==> src/rtl/hazard_scoreboard.sv <==
// hazard_scoreboard: per-register pending-write scoreboard with forwarding selects for an in-order multi-lane issue stage.
// Optional build macro HAZARD_SB_STALL_CNT_EN adds the saturating o_stall_cycles counter.
`default_nettype none

module hazard_scoreboard #(
  parameter int AWIDTH  = 5,
  parameter int LANES   = 2,
  parameter int MAX_LAT = 3,
  localparam int NREGS  = 2 ** AWIDTH,
  localparam int LANE_W = (LANES > 1) ? $clog2(LANES) : 1,
  localparam int LAT_W  = $clog2(MAX_LAT + 1)
) (
  input  logic                           i_clk,
  input  logic                           i_rst_n,
  input  logic                           i_flush,
  input  logic [LANES-1:0]               i_issue_valid,
  input  logic [LANES-1:0]               i_issue_regwrite,
  input  logic [LANES*AWIDTH-1:0]        i_issue_rd,
  input  logic [LANES*LAT_W-1:0]         i_issue_lat,
  input  logic [LANES*2*AWIDTH-1:0]      i_src_addr,
`ifdef HAZARD_SB_STALL_CNT_EN
  output logic [31:0]                    o_stall_cycles,
`endif
  output logic [LANES-1:0]               o_ack,
  output logic                           o_stall,
  output logic [LANES*2*2-1:0]           o_fwd_sel,
  output logic [LANES*2*LANE_W-1:0]      o_fwd_lane
);

  typedef enum logic [1:0] {
    ST_REG   = 2'd0,
    ST_WAIT  = 2'd1,
    ST_EXMEM = 2'd2,
    ST_MEMWB = 2'd3
  } state_t;

  state_t            st_q   [NREGS];
  state_t            st_d   [NREGS];
  logic [LAT_W-1:0]  cnt_q  [NREGS];
  logic [LAT_W-1:0]  cnt_d  [NREGS];
  logic [LANE_W-1:0] lane_q [NREGS];
  logic [LANE_W-1:0] lane_d [NREGS];

  logic [LANES-1:0]          ack;
  logic                      stall;
  logic [LANES*4-1:0]        sel;
  logic [LANES*2*LANE_W-1:0] flane;

  logic              blocked;
  logic              rdy;
  logic [AWIDTH-1:0] addr;
  logic [1:0]        tsel  [2];
  logic [LANE_W-1:0] tlane [2];

  // Issue side: lanes are resolved in order so a lower lane's ack is known
  // before a higher lane checks it for an intra-bundle RAW.
  always_comb begin
    blocked  = i_flush;
    ack      = '0;
    sel      = '0;
    flane    = '0;
    rdy      = 1'b0;
    addr     = '0;
    tsel[0]  = 2'd0;
    tsel[1]  = 2'd0;
    tlane[0] = '0;
    tlane[1] = '0;
    for (int k = 0; k < LANES; k++) begin
      rdy = 1'b1;
      for (int s = 0; s < 2; s++) begin
        addr     = i_src_addr[(2*k+s)*AWIDTH +: AWIDTH];
        tsel[s]  = 2'd0;
        tlane[s] = '0;
        if (addr != '0) begin
          if (st_q[addr] == ST_WAIT) rdy = 1'b0;
          for (int j = 0; j < LANES; j++) begin
            if (j < k && ack[j] && i_issue_regwrite[j] &&
                i_issue_rd[j*AWIDTH +: AWIDTH] == addr)
              rdy = 1'b0;
          end
          case (st_q[addr])
            ST_EXMEM: begin tsel[s] = 2'd1; tlane[s] = lane_q[addr]; end
            ST_MEMWB: begin tsel[s] = 2'd2; tlane[s] = lane_q[addr]; end
            default:  ;
          endcase
        end
      end
      ack[k] = i_issue_valid[k] & ~blocked & rdy;
      if (ack[k]) begin
        for (int s = 0; s < 2; s++) begin
          sel[(2*k+s)*2 +: 2]           = tsel[s];
          flane[(2*k+s)*LANE_W +: LANE_W] = tlane[s];
        end
      end
      blocked = blocked | (i_issue_valid[k] & ~ack[k]);
    end
    stall = ~i_flush & (|(i_issue_valid & ~ack));
  end

  assign o_ack      = i_rst_n ? ack : i_issue_valid;
  assign o_stall    = i_rst_n & stall;
  assign o_fwd_sel  = i_rst_n ? sel : '0;
  assign o_fwd_lane = i_rst_n ? flane : '0;

  int unsigned lv;

  always_comb begin
    st_d   = st_q;
    cnt_d  = cnt_q;
    lane_d = lane_q;
    lv     = 0;
    for (int r = 0; r < NREGS; r++) begin
      case (st_q[r])
        ST_WAIT: begin
          if (i_flush) begin
            st_d[r]  = ST_REG;
            cnt_d[r] = '0;
          end else if (cnt_q[r] > LAT_W'(1)) begin
            cnt_d[r] = cnt_q[r] - LAT_W'(1);
          end else begin
            st_d[r]  = ST_EXMEM;
            cnt_d[r] = '0;
          end
        end
        ST_EXMEM: st_d[r] = ST_MEMWB;
        ST_MEMWB: st_d[r] = ST_REG;
        default:  ;
      endcase
    end
    // Ascending lane order lets the highest accepted lane win a shared rd.
    for (int k = 0; k < LANES; k++) begin
      if (ack[k] && i_issue_regwrite[k] && i_issue_rd[k*AWIDTH +: AWIDTH] != '0) begin
        lv = int'(i_issue_lat[k*LAT_W +: LAT_W]);
        if (lv == 0) lv = 1;
        else if (lv > MAX_LAT) lv = MAX_LAT;
        if (lv == 1) begin
          st_d[i_issue_rd[k*AWIDTH +: AWIDTH]]  = ST_EXMEM;
          cnt_d[i_issue_rd[k*AWIDTH +: AWIDTH]] = '0;
        end else begin
          st_d[i_issue_rd[k*AWIDTH +: AWIDTH]]  = ST_WAIT;
          cnt_d[i_issue_rd[k*AWIDTH +: AWIDTH]] = LAT_W'(lv - 1);
        end
        lane_d[i_issue_rd[k*AWIDTH +: AWIDTH]] = LANE_W'(k);
      end
    end
    st_d[0]   = ST_REG;
    cnt_d[0]  = '0;
    lane_d[0] = '0;
  end

  always_ff @(posedge i_clk or negedge i_rst_n) begin
    if (!i_rst_n) begin
      st_q   <= '{default: ST_REG};
      cnt_q  <= '{default: '0};
      lane_q <= '{default: '0};
    end else begin
      st_q   <= st_d;
      cnt_q  <= cnt_d;
      lane_q <= lane_d;
    end
  end

`ifdef HAZARD_SB_STALL_CNT_EN
  always_ff @(posedge i_clk or negedge i_rst_n) begin
    if (!i_rst_n) begin
      o_stall_cycles <= '0;
    end else if (o_stall && o_stall_cycles != 32'hFFFF_FFFF) begin
      o_stall_cycles <= o_stall_cycles + 32'd1;
    end
  end
`endif

endmodule

`default_nettype wire

==> config.mk <==
export PLATFORM = sky130hd
export DESIGN_NAME = hazard_scoreboard
export DESIGN_NICKNAME = d
export VERILOG_FILES = /design/src/rtl/hazard_scoreboard.sv
export SDC_FILE = /design/constraint.sdc
export NUM_CORES = 1
export LEC_CHECK = 0
export BUFFER_PORTS_ARGS = -buffer_cell sky130_fd_sc_hd__buf_2
export CAP_MARGIN = 0
export CELL_PAD_IN_SITES_DETAIL_PLACEMENT = 1
export CELL_PAD_IN_SITES_GLOBAL_PLACEMENT = 2
export CORE_MARGIN = 1
export CORE_UTILIZATION = 44
export CTS_CLUSTER_SIZE = 8
export DETAILED_ROUTE_END_ITERATION = 8
export PLACE_DENSITY = 0.95
export SYNTH_ARGS = -nofsm -noshare
export SYNTH_HDL_FRONTEND = slang
export SYNTH_SLANG_ARGS = --single-unit
==> constraint.sdc <==
create_clock -name i_clk -period 10.65 [get_ports i_clk]
set_clock_uncertainty 0.1 [all_clocks]
set_input_delay 2.13 -clock i_clk [delete_from_list [all_inputs] [get_ports i_clk]]
set_output_delay 2.13 -clock i_clk [all_outputs]
set_load 0.1 [all_outputs]
Word-level counts from Yosys, hierarchy flattened
Index checks and enable logic that the tools add are counted.

Equality and inequality tests: 109. Multiply operators: 0. Add/subtract/negate cells: 33. Shift operators: 0. Bitwise logic cells: 38. Reduce and logical (&&, ||, !) cells: 21. Mux-type cells: 267. $lt $le $gt $ge: 39. Div/mod/pow operators: 0.

Operators with widths (number): $mux 62 (6); $mux 2 (174); $pmux 2 s3 (31); $and 31x31->31 (5); $not 31->31 (5); $or 31x31->31 (5); $eq 2x2->1 const B (70); $bwmux 64 (2); $mux 64 (2); $eq 2x1->1 const B (35); $sub 2x1->2 const B (33); $and 62x64->64 (1); $eq 32x1->1 const B (2); $mux 32 (2); $not 64->64 (1); $and 62x62->62 (1); $gt 2x1->1 const B (31); $mux 31 (2); $not 62->62 (1); $bmux 2 s5 (4); $ge 6x6->1 const B (6); $not 5->6 (6); $reduce_bool 5->1 (6); $mux 1 (28); 16 further kinds (48).

Bits in read-only memories: 0. Flip-flop bits (word level): 155. Latch bits: 0. Bits in writable memories: 0. Memories kept: 0. Input bits: 41.

Logic depth before layout (Yosys ltp)
Depth after elaboration: 25. Gate-level depth with buffers: 14. Depth with buffers taken out: 9.

Worst setup path after synthesis
OpenSTA, ideal clock, no wires.

Path kind: input to output. From: input port i_src_addr[6]. To: output port o_fwd_sel[1]. Data required time: 8420 ps. Buffers on the path: 2. Arrival time: 6412 ps. Stages: 9. Setup slack: 2008 ps. Cells stage by stage: clkbuf_1 -> mux2_1 -> a22o_1 -> a211oi_1 -> o31ai_2 -> a221oi_4 -> clkbuf_1 -> nand3_1 -> nor3b_1.

Cells in the longest elaborated chain, start to end: 10.

RTL lines: from (decl) (line 20) `input logic [LANES*2*AWIDTH-1:0] i_src_addr,`; $not 5->6 (not written as such) (line 75) `if (st_q[addr] == ST_WAIT) rdy = 1'b0;`; $bmux 2 s5 (line 75); $mux 2 (not written as such) (2 in a row) (line 75); $eq 2x1->1 (line 75); $mux 1 (line 75); $mux 1 * (line 74) `if (addr != '0) begin`; $and 1x1->1 * (line 88) `ack[k] = i_issue_valid[k] & ~blocked & rdy;`; $mux 4 * (line 89) `if (ack[k]) begin`; $mux 8 * (line 102) `assign o_fwd_sel = i_rst_n ? sel : '0;`; to (decl) (line 26) `output logic [LANES*2*2-1:0] o_fwd_sel,`.

Mark *: on every way between the ends. The rest lies on a longest branch, timed or not. The select of a mux whose other input is x is not followed.

Worst setup path after layout
From: input port i_src_addr[5]. To: output port o_fwd_lane[2].

Cells in the longest elaborated chain, start to end: 18.

RTL lines: $not 5->6 (not written as such) (line 75); $bmux 2 s5 (line 75); $mux 2 (not written as such) (2 in a row) (line 75); $eq 2x1->1 (line 75); $mux 1 (line 75); $mux 1 * (line 74); $and 1x1->1 * (line 88); $logic_and 1x1->1 (2 in a row) (line 77) `if (j < k && ack[j] && i_issue_regwrite[j] &&`; $mux 1 (line 77); $mux 1 (line 74); $mux 1 (line 75); $mux 1 (line 77); $mux 1 (line 74); $and 1x1->1 * (line 88); $mux 2 * (line 89); $mux 4 * (line 103) `assign o_fwd_lane = i_rst_n ? flane : '0;`; to (decl) (line 27) `output logic [LANES*2*LANE_W-1:0] o_fwd_lane`.

Marks and branches as above.

==> report_table.html <==
<table>
<tr><th>Metric</th><th>Value</th></tr>
<tr><th colspan="2">Flow run</th></tr>
<tr><td>Number of max-cap violations</td><td>0</td></tr>
<tr><th colspan="2">STA</th></tr>
<tr><td>Worst slew pin tran</td><td>1.13 ns</td></tr>
<tr><td>Total Neg Setup Slack</td><td>0 ns</td></tr>
<tr><td>Headroom to the max-slew limit</td><td>24.6%</td></tr>
<tr><td>RSZ-0062 raised after global routing</td><td>false</td></tr>
<tr><td>Final Cycle Share</td><td>78.6%</td></tr>
<tr><td>Number of hold violations in the final report</td><td>0</td></tr>
<tr><td>FMAX</td><td>roughly 120 MHz</td></tr>
<tr><td>Number of max-slew violations in the final report</td><td>0</td></tr>
<tr><td>Tmin final</td><td>between 8 and 9 ns</td></tr>
<tr><td>Final setup viols</td><td>0</td></tr>
<tr><th colspan="2">Clock tree</th></tr>
<tr><td>TritonCTS clock tree</td><td>yes</td></tr>
<tr><td>Clock-pin slew on the worst setup and hold paths</td><td>0.08 ns</td></tr>
<tr><td>Number of buffers added to fix hold violations after cts</td><td>0</td></tr>
<tr><td>Post-CTS setup buffers</td><td>0</td></tr>
<tr><td>Count of clock tree sinks</td><td>155</td></tr>
<tr><td>Number of buffers created by CTS</td><td>17</td></tr>
<tr><td>Number of resized instances in the post-cts repair step</td><td>0</td></tr>
<tr><td>Root Buffer</td><td>sky130_fd_sc_hd__clkbuf_16</td></tr>
<tr><td>Maximum root-to-sink buffer count</td><td>2</td></tr>
<tr><td>Level count of the clock H-tree</td><td>4</td></tr>
<tr><td>Worst-skew pair later-pin latency</td><td>0.45 ns</td></tr>
<tr><th colspan="2">Yosys</th></tr>
<tr><td>Ranking of synthesized cells by area</td><td>sky130_fd_sc_hd__dfrtp_1 (31%), sky130_fd_sc_hd__mux2i_1 (13%), sky130_fd_sc_hd__mux4_2 (12%), sky130_fd_sc_hd__mux2_2 (4.1%), sky130_fd_sc_hd__nand2_1 (3.4%)</td></tr>
<tr><td>Register bit total from synthesis</td><td>155</td></tr>
<tr><td>Xor/xnor cell area share of the yosys netlist</td><td>less than 1%</td></tr>
<tr><td>Most numerous cell types in the synthesized netlist</td><td>sky130_fd_sc_hd__mux2i_1 (159), sky130_fd_sc_hd__dfrtp_1 (155), sky130_fd_sc_hd__nand2_1 (112)</td></tr>
<tr><td>Biggest area consumer among synthesized cells</td><td>sky130_fd_sc_hd__dfrtp_1</td></tr>
<tr><td>Post-synth top flop</td><td>sky130_fd_sc_hd__dfrtp_1</td></tr>
<tr><td>Compound-cell area share of the yosys netlist</td><td>16.3%</td></tr>
<tr><td>Post-synth EDFFs</td><td>0</td></tr>
<tr><td>Post-synth net total</td><td>1343</td></tr>
<tr><td>Cell count after synthesis</td><td>between 1000 and 1500</td></tr>
<tr><td>Portion of the post-synthesis area used by sequential elements</td><td>31.3%</td></tr>
<tr><td>Post-synthesis share of cell area spent on and, or, nand and nor gates</td><td>17.5%</td></tr>
<tr><td>Cell area after technology mapping</td><td>12400 µm²</td></tr>
<tr><td>Share of flip-flops with an asynchronous set or reset after synthesis</td><td>100%</td></tr>
<tr><td>Synth Area in Adders</td><td>0%</td></tr>
<tr><td>YS warnings</td><td>0</td></tr>
<tr><td>Leading cell type by number of instances after synthesis</td><td>sky130_fd_sc_hd__mux2i_1</td></tr>
<tr><td>Share of the synthesized area in the top cell type</td><td>31.3%</td></tr>
<tr><td>Post-synthesis average cell area</td><td>9.52 µm²</td></tr>
<tr><td>Dominant combinational cell family by area after synthesis</td><td>multiplexers</td></tr>
<tr><td>Synth cell types</td><td>60</td></tr>
<tr><td>Multiplexer share of the synthesized area</td><td>29.5%</td></tr>
<tr><th colspan="2">Min path</th></tr>
<tr><td>Hold Path Depth</td><td>2</td></tr>
<tr><td>Hold Crit Class</td><td>reg2reg</td></tr>
<tr><td>Hold Path Origin</td><td>lane_q[10]$_DFF_PN0_</td></tr>
<tr><td>Hold Path Sink</td><td>lane_q[10]$_DFF_PN0_</td></tr>
<tr><th colspan="2">Die</th></tr>
<tr><td>Floorplan die area</td><td>28900 µm²</td></tr>
<tr><td>Effective utilization at floorplan</td><td>between 40% and 50%</td></tr>
<tr><td>Site row count</td><td>61</td></tr>
<tr><td>Core ar.</td><td>27800 µm²</td></tr>
<tr><td>I/O pin cnt</td><td>56</td></tr>
<tr><td>Die X</td><td>170 µm</td></tr>
<tr><td>Chip Height</td><td>170 µm</td></tr>
<tr><th colspan="2">Finish</th></tr>
<tr><td>Fraction of layout cells with a size suffix above 1</td><td>17.3%</td></tr>
<tr><td>Area added between synthesis and finish</td><td>7.76%</td></tr>
<tr><td>Final core utilization</td><td>48.1%</td></tr>
<tr><td>Total number of nets in the final design</td><td>1328</td></tr>
<tr><td>Number of fill cells</td><td>3172</td></tr>
<tr><th colspan="2">Drt</th></tr>
<tr><td>Detailed-routing wirelength on met1</td><td>18200 µm</td></tr>
<tr><td>Length of the first detailed-routing pass in iterations</td><td>7</td></tr>
<tr><td>Total wire length</td><td>46800 µm</td></tr>
<tr><td>DR WL met2</td><td>22500 µm</td></tr>
<tr><td>Ratio of routed vias to standard cells</td><td>6.85</td></tr>
<tr><td>Final routed DRC violation total</td><td>0</td></tr>
<tr><td>Vias after detailed routing</td><td>11499</td></tr>
<tr><td>Total met3 wirelength after detailed routing</td><td>3520 µm</td></tr>
<tr><td>Post-route antenna net violation count</td><td>0</td></tr>
<tr><td>First DRT Iteration DRCs</td><td>approximately 1300</td></tr>
<tr><td>Average routed wire per standard cell</td><td>~28 µm</td></tr>
<tr><td>Top routing layer used</td><td>met4</td></tr>
<tr><th colspan="2">Pwr</th></tr>
<tr><td>Internal cell power</td><td>approximately 1.5 mW</td></tr>
<tr><td>Net switching component of the power</td><td>between 1 and 1.5 mW</td></tr>
<tr><td>Static leakage</td><td>5.85 nW</td></tr>
<tr><td>Gate power share</td><td>36.1%</td></tr>
<tr><td>Reg power frac</td><td>approximately two fifths</td></tr>
<tr><td>Switching power as a share of total power</td><td>about two fifths</td></tr>
<tr><td>P per Cell Area</td><td>190 nW/µm²</td></tr>
<tr><td>Peak ir drop on the vdd network</td><td>0.0814 mV</td></tr>
<tr><td>Clock power frac</td><td>23.9%</td></tr>
<tr><th colspan="2">Run status</th></tr>
<tr><td>Run status</td><td>complete, no violations</td></tr>
<tr><th colspan="2">Global route</th></tr>
<tr><td>Largest net degree at the start of global routing</td><td>85</td></tr>
<tr><td>Tot GR Track Use</td><td>about a third</td></tr>
<tr><td>Final global-route overflow total</td><td>0</td></tr>
<tr><td>Wire length of the first global-routing pass</td><td>72400 µm</td></tr>
<tr><td>Number of global-route vias before repair</td><td>about 12000</td></tr>
<tr><td>Number of antenna violations at the first check in global routing</td><td>1</td></tr>
<tr><th colspan="2">Setup path</th></tr>
<tr><td>Req. time, crit path</td><td>8.42 ns</td></tr>
<tr><td>Arr. time, crit path</td><td>slightly above 6 ns</td></tr>
<tr><td>Worst reg2reg path endpoint</td><td>cnt_q[24]$_DFF_PN0_</td></tr>
<tr><td>Critical path launch point type</td><td>primary input</td></tr>
<tr><td>Capturing element type of the critical path</td><td>primary output</td></tr>
<tr><td>Worst r2r src</td><td>st_q[60]$_DFF_PN0_</td></tr>
<tr><td>Flop2flop setup slack</td><td>6.04 ns</td></tr>
<tr><td>Cell depth of the worst flop-to-flop path</td><td>10</td></tr>
<tr><td>Category of the most critical setup path</td><td>in2out</td></tr>
<tr><td>Critical-path maximum fanout</td><td>35</td></tr>
<tr><th colspan="2">Placement</th></tr>
<tr><td>Routability Congestion</td><td>approximately 0.95</td></tr>
<tr><td>Count of buffers inserted at the top-level ports</td><td>55</td></tr>
<tr><td>Detailed placer's ending HPWL</td><td>31200 µm</td></tr>
</table>
## power groups by stage
stage               clock [mW]  combinational (mW)  sequential, mW
CTS                      0.613               0.905           0.992
finish                   0.606               0.916            1.01
global placement             0               0.853           0.990
floorplan                    0               0.726           0.857
detailed placement           0               0.891           0.999
global route             0.631                1.00            1.02
## final cells by class
| class | instances | area, µm² | share of cell area, % |
|---|---|---|---|
| Clock inverter | 14 | 124 | 0.927 |
| Inverter | 40 | 150 | 1.12 |
| Sequential cell | 155 | 3880 | 29.0 |
| Clock buffer | 18 | 429 | 3.21 |
| Antenna cell | 1 | 2.50 | 0.0187 |
| Timing Repair Buffer | 67 | 372 | 2.78 |
| Multi-Input combinational cell | 1006 | 7930 | 59.4 |
| Tap cell | 378 | 473 | 3.54 |
## state kept, by name (all words and copies together), names as in the netlist
signal,count
st_q,62
cnt_q,62
lane_q,31
## per-layer routing
layer	vias to the layer above	global-route usage, %
met1	5850	41.4
met4	0	19.3
li1	4871	-
met5	-	0
met2	598	55.0
met3	180	5.93
## cell usage in the layout, fill, tap and decap left out, types with 16 or more instances in the layout
master,instances
sky130_fd_sc_hd__o21a_1,17
sky130_fd_sc_hd__a21oi_1,50
sky130_fd_sc_hd__nor2b_1,26
sky130_fd_sc_hd__o21ai_0,69
sky130_fd_sc_hd__inv_1,39
sky130_fd_sc_hd__o211ai_1,34
sky130_fd_sc_hd__nand4_1,19
sky130_fd_sc_hd__dfrtp_1,155
sky130_fd_sc_hd__nor3_1,21
sky130_fd_sc_hd__o31ai_1,16
sky130_fd_sc_hd__mux2_2,45
sky130_fd_sc_hd__nand3_1,77
sky130_fd_sc_hd__a31oi_1,30
sky130_fd_sc_hd__mux2i_1,159
sky130_fd_sc_hd__nand2b_1,34
sky130_fd_sc_hd__a21o_1,40
sky130_fd_sc_hd__clkbuf_16,17
sky130_fd_sc_hd__buf_2,54
sky130_fd_sc_hd__nand2_1,111
sky130_fd_sc_hd__mux4_2,68
sky130_fd_sc_hd__nor2_1,69
## how the worst max path moves through the flow
stage                  start             to  slack [ns]
2_1_floorplan  i_src_addr[6]   o_fwd_sel[1]        2.01
3_3_place_gp   i_src_addr[5]  o_fwd_lane[2]        2.49
3_5_place_dp   i_src_addr[5]  o_fwd_lane[2]        2.31
4_1_cts        i_src_addr[5]  o_fwd_lane[2]        2.30
5_1_grt        i_src_addr[5]  o_fwd_lane[2]        1.97
6_report       i_src_addr[5]  o_fwd_lane[2]        2.27
## critical path, cell delays in order
cell and delay [ns]:
sky130_fd_sc_hd__buf_2 0.68, sky130_fd_sc_hd__mux4_2 0.60, sky130_fd_sc_hd__a22oi_1 0.21, sky130_fd_sc_hd__a31o_2 0.21, sky130_fd_sc_hd__o31ai_2 0.10, sky130_fd_sc_hd__a221oi_4 0.28, sky130_fd_sc_hd__buf_4 0.39, sky130_fd_sc_hd__nor2b_2 0.15
sky130_fd_sc_hd__nor4_1 0.49, sky130_fd_sc_hd__nand3_1 0.21, sky130_fd_sc_hd__a21oi_1 0.20, sky130_fd_sc_hd__buf_2 0.45
## per-stage QoR
stage                     worst slack, ns  hold slack [ns]  area (µm²)  power, mW  cells
after floorplan                      2.01            0.392       12400       1.58   1302
after global placement               2.49            0.422       12800       1.84   1646
after detailed placement             2.31            0.440       12800       1.89   1646
after CTS                            2.30            0.482       13400       2.51   1678
after global routing                 1.97            0.518       13400       2.65   1678
final                                2.27            0.489       13400       2.54   1679
## cells by family (layout without fill, tap and decap cells)
| group | after synthesis | count (layout) |
|---|---|---|
| xor gates and xnor gates | 9 | 9 |
| buffers and inverters | 141 | 139 |
| and+or+nand+nor | 420 | 420 |
| AOI/OAI and AO/OA | 303 | 303 |
| muxes | 274 | 274 |
| other | 0 | 1 |
| DFF | 155 | 155 |
(Power assumes the default switching activity.)
